$ cat config.mk
export PLATFORM = sky130hd
export DESIGN_NAME = instr_fetch
export DESIGN_NICKNAME = d
export VERILOG_FILES = /design/src/rtl/mips_pkg.sv /design/src/rtl/pc_reg.sv /design/src/rtl/instr_fetch.sv
export SDC_FILE = /design/constraint.sdc
export NUM_CORES = 1
export LEC_CHECK = 0
export ABC_AREA = 1
export BUFFER_PORTS_ARGS = -buffer_cell sky130_fd_sc_hd__buf_4
export CAP_MARGIN = 20
export CORE_AREA = 8 8 124 126
export CTS_CLUSTER_SIZE = 25
export DETAILED_ROUTE_END_ITERATION = 12
export DIE_AREA = 0 0 132 134
export HOLD_SLACK_MARGIN = 0.03
export PLACE_DENSITY = 0.84
export SLEW_MARGIN = 30
export SYNTH_ARGS = -nofsm -noshare
export SYNTH_HDL_FRONTEND = slang
export SYNTH_SLANG_ARGS = --single-unit
$ cat constraint.sdc
create_clock -name clk -period 2.65 [get_ports clk]
set_input_delay 0.3975 -clock clk [delete_from_list [all_inputs] [get_ports clk]]
set_output_delay 0.3975 -clock clk [all_outputs]
set_load 0.005 [all_outputs]
$ cat src/rtl/mips_pkg.sv
// mips_pkg: shared fetch-stage types and constants for the MIPS32 core.
`default_nettype none

package mips_pkg;

  localparam int          INSTR_W          = 32;
  localparam logic [31:0] RESET_PC_DEFAULT = 32'h0000_0000;
  localparam logic [31:0] NOP              = 32'h0000_0000;

  typedef enum logic [1:0] {
    ST_IDLE  = 2'd0,
    ST_FETCH = 2'd1,
    ST_HOLD  = 2'd2
  } fetch_state_e;

endpackage

`default_nettype wire

$ cat src/rtl/pc_reg.sv
// pc_reg: program counter, pending-redirect target and the wrapping +4 adder.
`default_nettype none

module pc_reg
  import mips_pkg::*;
#(
  parameter int                ADDR_W   = 32,
  parameter logic [ADDR_W-1:0] RESET_PC = ADDR_W'(RESET_PC_DEFAULT)
) (
  input  logic              clk,
  input  logic              rst_n,
  input  logic              advance,
  input  logic              take_redirect,
  input  logic              take_pending,
  input  logic              save_pending,
  input  logic              clear_pending,
  input  logic [ADDR_W-1:0] redirect_target,
  output logic [ADDR_W-1:0] pc,
  output logic [ADDR_W-1:0] pc_inc,
  output logic              pend_valid
);

  logic [ADDR_W-1:0] pend_pc;

  // Natural modulo-2^ADDR_W wrap, no carry out kept.
  assign pc_inc = pc + ADDR_W'(4);

  always_ff @(posedge clk or negedge rst_n) begin
    if (!rst_n) begin
      pc <= RESET_PC;
    end else if (take_redirect) begin
      pc <= redirect_target;
    end else if (take_pending) begin
      pc <= pend_pc;
    end else if (advance) begin
      pc <= pc_inc;
    end
  end

  always_ff @(posedge clk or negedge rst_n) begin
    if (!rst_n) begin
      pend_valid <= 1'b0;
      pend_pc    <= '0;
    end else if (clear_pending) begin
      pend_valid <= 1'b0;
    end else if (save_pending) begin
      pend_valid <= 1'b1;
      pend_pc    <= redirect_target;
    end
  end

endmodule

`default_nettype wire

$ cat src/rtl/instr_fetch.sv
// instr_fetch: MIPS32 fetch stage - PC ownership, imem req/ack and decode valid/ready.
`default_nettype none

module instr_fetch
  import mips_pkg::*;
#(
  parameter int                ADDR_W   = 32,
  parameter logic [ADDR_W-1:0] RESET_PC = ADDR_W'(RESET_PC_DEFAULT)
) (
  input  logic               clk,
  input  logic               rst_n,
  output logic               imem_req,
  output logic [ADDR_W-1:0]  imem_addr,
  input  logic               imem_ack,
  input  logic [INSTR_W-1:0] imem_rdata,
  output logic               instr_valid,
  input  logic               instr_ready,
  output logic [INSTR_W-1:0] instr,
  output logic [ADDR_W-1:0]  instr_pc,
  output logic [ADDR_W-1:0]  pc_plus4,
  input  logic               redirect_valid,
  input  logic [ADDR_W-1:0]  redirect_pc,
  output logic               misalign
);

  fetch_state_e      state, state_next;
  logic [ADDR_W-1:0] pc, pc_inc, redirect_target;
  logic              pend_valid;
  logic              advance, take_redirect, take_pending, save_pending, clear_pending;
  logic              capture;

  assign redirect_target = {redirect_pc[ADDR_W-1:2], 2'b00};
  assign imem_addr       = pc;

  pc_reg #(
    .ADDR_W   (ADDR_W),
    .RESET_PC (RESET_PC)
  ) u_pc_reg (
    .clk             (clk),
    .rst_n           (rst_n),
    .advance         (advance),
    .take_redirect   (take_redirect),
    .take_pending    (take_pending),
    .save_pending    (save_pending),
    .clear_pending   (clear_pending),
    .redirect_target (redirect_target),
    .pc              (pc),
    .pc_inc          (pc_inc),
    .pend_valid      (pend_valid)
  );

  always_ff @(posedge clk or negedge rst_n) begin
    if (!rst_n) begin
      state <= ST_IDLE;
    end else begin
      state <= state_next;
    end
  end

  always_comb begin
    state_next    = state;
    advance       = 1'b0;
    take_redirect = 1'b0;
    take_pending  = 1'b0;
    save_pending  = 1'b0;
    clear_pending = 1'b0;
    capture       = 1'b0;
    case (state)
      ST_IDLE: begin
        state_next    = ST_FETCH;
        take_redirect = redirect_valid;
      end
      ST_FETCH: begin
        if (imem_ack) begin
          // A redirect seen during this request invalidates the returned word;
          // the IDLE detour gives the one-cycle request gap before refetching.
          if (redirect_valid) begin
            take_redirect = 1'b1;
            clear_pending = 1'b1;
            state_next    = ST_IDLE;
          end else if (pend_valid) begin
            take_pending  = 1'b1;
            clear_pending = 1'b1;
            state_next    = ST_IDLE;
          end else begin
            advance    = 1'b1;
            capture    = 1'b1;
            state_next = ST_HOLD;
          end
        end else if (redirect_valid) begin
          save_pending = 1'b1;
        end
      end
      ST_HOLD: begin
        if (redirect_valid) begin
          take_redirect = 1'b1;
          state_next    = ST_FETCH;
        end else if (instr_ready) begin
          state_next = ST_FETCH;
        end
      end
      default: state_next = ST_IDLE;
    endcase
  end

  always_ff @(posedge clk or negedge rst_n) begin
    if (!rst_n) begin
      imem_req    <= 1'b0;
      instr_valid <= 1'b0;
      instr       <= NOP;
      instr_pc    <= '0;
      pc_plus4    <= '0;
      misalign    <= 1'b0;
    end else begin
      imem_req    <= (state_next == ST_FETCH);
      instr_valid <= (state_next == ST_HOLD);
      misalign    <= redirect_valid && (redirect_pc[1:0] != 2'b00);
      if (capture) begin
        instr    <= imem_rdata;
        instr_pc <= pc;
        pc_plus4 <= pc_inc;
      end
    end
  end

endmodule

`default_nettype wire

## Word-level counts from Yosys, hierarchy flattened

Index checks and enable logic that the tools add are counted.
Widths: inputs -> output; s select.

- Add/subtract/negate cells: 1
- Equality and inequality tests: 4
- Multiplexer cells: 27
- Bitwise gates (word level): 1
- Reduce and logical (&&, ||, !) cells: 6

Operators by type and width:

| kind | count |
|---|---|
| $mux 32 | 3 |
| $add 32x3->32 const B | 1 |
| $mux 1 | 17 |
| $mux 2 | 5 |
| $pmux 2 s3 | 1 |
| $eq 2x1->1 const B | 2 |
| $eq 2x2->1 const B | 2 |
| $reduce_bool 2->1 | 2 |
| $pmux 1 s3 | 1 |
| $reduce_bool 3->1 | 1 |
| $logic_not 2->1 | 1 |
| $reduce_and 2->1 | 1 |
| $logic_and 1x1->1 | 1 |
| $not 1->1 | 1 |

- Register bits after elaboration: 164
- Logic and storage cells: 49

## Longest topological paths before layout

- Depth after elaboration: 7
- Depth in mapped cells: 10
- Mapped depth without buffers: 10

## Hierarchy

From an unflattened synthesis, not the netlist that was laid out.

- Cell total of the unflattened synthesis: 1026
- Area total of the unflattened synthesis: 8224.1 um^2

Modules (own cells, without submodules):

| module | times used | cells an instance | area each (um^2) | sequential area each (um^2) |
|---|---|---|---|---|
| instr_fetch | 1 | 454 | 4157.7 | 2527.4 |
| pc_reg | 1 | 572 | 4066.4 | 1626.6 |

## Worst setup path after synthesis

No wires, ideal clock.

- Path type: reg-to-reg
- From: register u_pc_reg.pc[2]
- To: register u_pc_reg.pc[18]
- Setup time: 129 ps
- Arrival time: 1389 ps
- Data required time: 2521 ps
- Slack: 1132 ps
- Stages on the path, launching flop included: 9
- Period minus slack after synthesis: 1518 ps
- Cell sequence: dfrtp_1 > ha_1 > nand2_1 > nor2_4 > nand2_4 > o21ai_0 > nand3_1 > nand2_1 > a22oi_1

- Longest elaborated chain between the ends: 4

Ends and longest elaborated chain:

| item | RTL line | source |
|---|---|---|
| start: declaration | pc_reg.sv:18 | `output logic [ADDR_W-1:0] pc,` |
| start signal: assignment | pc_reg.sv:32 | `pc <= redirect_target;` |
| start signal: assignment | pc_reg.sv:34 | `pc <= pend_pc;` |
| start signal: assignment | pc_reg.sv:36 | `pc <= pc_inc;` |
| $add 32x3->32 | pc_reg.sv:26 | `assign pc_inc = pc + ADDR_W'(4);` |
| $mux 32 | pc_reg.sv:35 | `end else if (advance) begin` |
| $mux 32 | pc_reg.sv:33 | `end else if (take_pending) begin` |
| $mux 32 | pc_reg.sv:31 | `end else if (take_redirect) begin` |

No other way between the ends. The select of a mux whose other input is x is not followed.
A chain may end at the register's enable or synchronous reset.

## Final worst setup path

- From: register u_pc_reg.pc[2]
- To: register u_pc_reg.pc[8]

Same word-level chain as after synthesis.

==> flow_summary.json <==
{
  "worstHoldStart": "imem_rdata[31]",
  "dpl.hpwl_um": 16200,
  "die_w_um": 132,
  "clk_latency_ns": 0.43,
  "netlist_area_mm2": 0.00741,
  "clockBufferDepth": 2,
  "seq_area_frac_synth_pct": 53.3,
  "placed_cell_area_mm2": 0.00899,
  "vias": 6988,
  "grt_max_degree": 84,
  "ys_ff_latch": 158,
  "ff2ff_setup_slack_ns": 0.79,
  "fin_util_pct": 71.1,
  "leakagePower_nw": 5.04,
  "drc": 0,
  "grt_overflow": 0,
  "drt-total-wl_um": 22500,
  "num_antenna_cells": 0,
  "synth_area_leaders": "dfrtp_1 (53%), nand2_1 (14%), nor2_1 (6.4%)",
  "port_buffers": 193,
  "status": "complete, no violations",
  "place_congestion": 0.916,
  "setup_tns_ns": 0,
  "cts_buffers": 17,
  "largest_reg_flops": 32,
  "antenna_found_initial": 0,
  "cp_num_buf_inv": 0,
  "fin_area_mm2": 0.00961,
  "syn_area_per_cell_um2": 8.05,
  "hold_violations": 0,
  "max_cap_viol_count": 0,
  "place_inst": 1263,
  "cp_top_family": "flip-flops",
  "holdWs_ns": 0.168,
  "cts_root_buf": "clkbuf_16",
  "grt_pass1_wl_um": 36000,
  "rows": 43,
  "routedWlPerCell_um": 17.3,
  "p_total_mw": 10.7,
  "clk_pin_slew_worst_paths_ns": 0.06,
  "fin_skew_ns": 0.00818,
  "synth_cells": 921,
  "worstSetupPathType": "flop to flop",
  "report.final.slew_viol_count": 0,
  "start_util_pct": 54.9,
  "fillers": 1024,
  "cts_repair_resize_count": 0,
  "htree_levels": 4,
  "cts_sinks": 158,
  "ir_drop_v": 0.000497,
  "timing.final.crit_share_pct": 70.3,
  "fin_crit_ns": 1.86,
  "fmax_ghz": 0.537,
  "setup_viol": 0,
  "cp.arrival_ns": 2.21,
  "worstPathMaxFanout": 6,
  "grt_pass1_vias": 6752,
  "grt_setup_unrepaired": "no",
  "gr-usage-all-layers_pct": 25.4,
  "path_cells": "ha_1 -> nand2_1 -> nor2_4 -> nand2_2 -> xnor2_1 -> o21ai_0 -> a21oi_1",
  "pin_count": 200,
  "via_per_inst": 5.39,
  "cts_tree": "built",
  "worstMarginPinSlew_ns": 0.613,
  "r2r_start": "u_pc_reg.pc[2]",
  "netlist.area_leader.share_pct": 53.3,
  "worst_slack_ns": 0.788,
  "top_register": "instr",
  "min_path_type": "input pin to flop",
  "drive_above_1_share_pct": 23.6,
  "die_y_um": 134,
  "ys_types": 35,
  "cp.required_ns": 3.00,
  "core-area_mm2": 0.0135,
  "drtAntennaViolNets": 0,
  "pre_cts_ws_ns": 0.686,
  "slowest_delay_ns": 0.47,
  "first_pass_iters": 6,
  "start_kind": "flop",
  "first_iter_violations": 878,
  "worstSetupEndpointType": "flop",
  "final_nets": 1173,
  "yosysTopAreaCell": "dfrtp_1",
  "stdcell_count": 1296,
  "crit_slowest_cell": "dfrtp_1",
  "critical_path.startpoint": "u_pc_reg.pc[2]",
  "yosysWarnings": 0,
  "powerDensity_mw_per_mm2": 1110,
  "synthToLayoutAreaGrowth_pct": 29.6,
  "dieArea_mm2": 0.0177,
  "worst_slew_margin_rel_pct": 59.0
}
worst min-delay path: stages:
cell     delay [ns]
buf_4          0.08
nand2_1        0.04
nand2_1        0.05
cell type report:
type / instances / area, µm² / share of cell area, %
Clock inverter: 12 / 159 / 1.65
Timing Repair Buffer: 206 / 1620 / 16.8
Tap cell: 180 / 225 / 2.34
Sequential cell: 158 / 3950 / 41.2
Clock buffer: 20 / 447 / 4.65
Multi-Input combinational cell: 645 / 2930 / 30.5
Inverter: 75 / 282 / 2.93
layer usage:
metal / wire, µm / GRT usage (%)
met5: 0 / 0
met4: 578 / 8.42
met3: 2130 / 7.07
met1: 9160 / 33.0
met2: 10600 / 40.5
cell usage in the layout, fill, tap and decap left out, types with 2 or more instances in the layout:
cell type   Yosys  final
nand2_1       284    284
buf_4           9    199
dfrtp_1       158    158
nor2_1        126    126
inv_1          71     71
o21ai_0        49     49
a21oi_1        49     49
nand3_1        34     33
o21ai_1        26     26
a31oi_1        22     22
clkbuf_16       0     17
a22oi_1        10     10
nor2_4          8      8
conb_1          1      6
xor2_1          5      5
clkinvlp_4      0      5
buf_12          0      5
inv_2           4      4
nand2_2         4      4
o22ai_1         4      4
nand2_4         3      3
nor2_2          3      3
inv_6           0      3
bufinv_16       0      3
nand3_2         1      2
and2_1          2      2
xnor2_1         2      2
clkbuf_1        9      2
where the power goes:
group,switching (mW),internal [mW],leakage (nW)
clock network,0.991,1.51,0.280
logic,2.14,1.86,2.90
registers,0.814,3.40,1.87
total,3.94,6.77,5.04
repair_timing:
item	CTS	global route
hold buffers	1	0
setup buffers	0	0
endpoints found under the hold margin	60	0
final timing paths:
kind | endpoint | cells after the start
worst max-delay path | u_pc_reg.pc[8] | 7
worst min-delay path | instr[31] | 3
worst max register to register | u_pc_reg.pc[8] | 7
min in group asynchronous | imem_req | 2
max in group asynchronous | pc_plus4[9] | 3
worst min register to register | instr[24] | 2
Yosys cell counts:
cell type / number
nand2_1: 284
dfrtp_1: 158
nor2_1: 126
inv_1: 71
a21oi_1: 49
o21ai_0: 49
nand3_1: 34
o21ai_1: 26
a31oi_1: 22
buf_2: 22
a22oi_1: 10
buf_4: 9
clkbuf_1: 9
nor2_4: 8
xor2_1: 5
inv_2: 4
nand2_2: 4
o22ai_1: 4
buf_1: 3
clkbuf_8: 3
nand2_4: 3
nor2_2: 3
and2_1: 2
xnor2_1: 2
buf_6: 1
clkbuf_4: 1
conb_1: 1
ha_1: 1
mux2_2: 1
nand3_2: 1
nand3_4: 1
nand3b_1: 1
nor3_1: 1
nor3_2: 1
o21ai_2: 1
kinds of logic after synthesis:
logic type | Yosys count | synth area share (%)
other cells | 1 | 0.0506
compound gates | 161 | 11.7
fa+ha+maj | 1 | 0.169
xor+xnor | 7 | 0.827
buf+inv | 123 | 7.61
simple gates | 469 | 26.2
flops | 158 | 53.3
mux | 1 | 0.152
No activity file was read; power rests on OpenSTA's default activity.
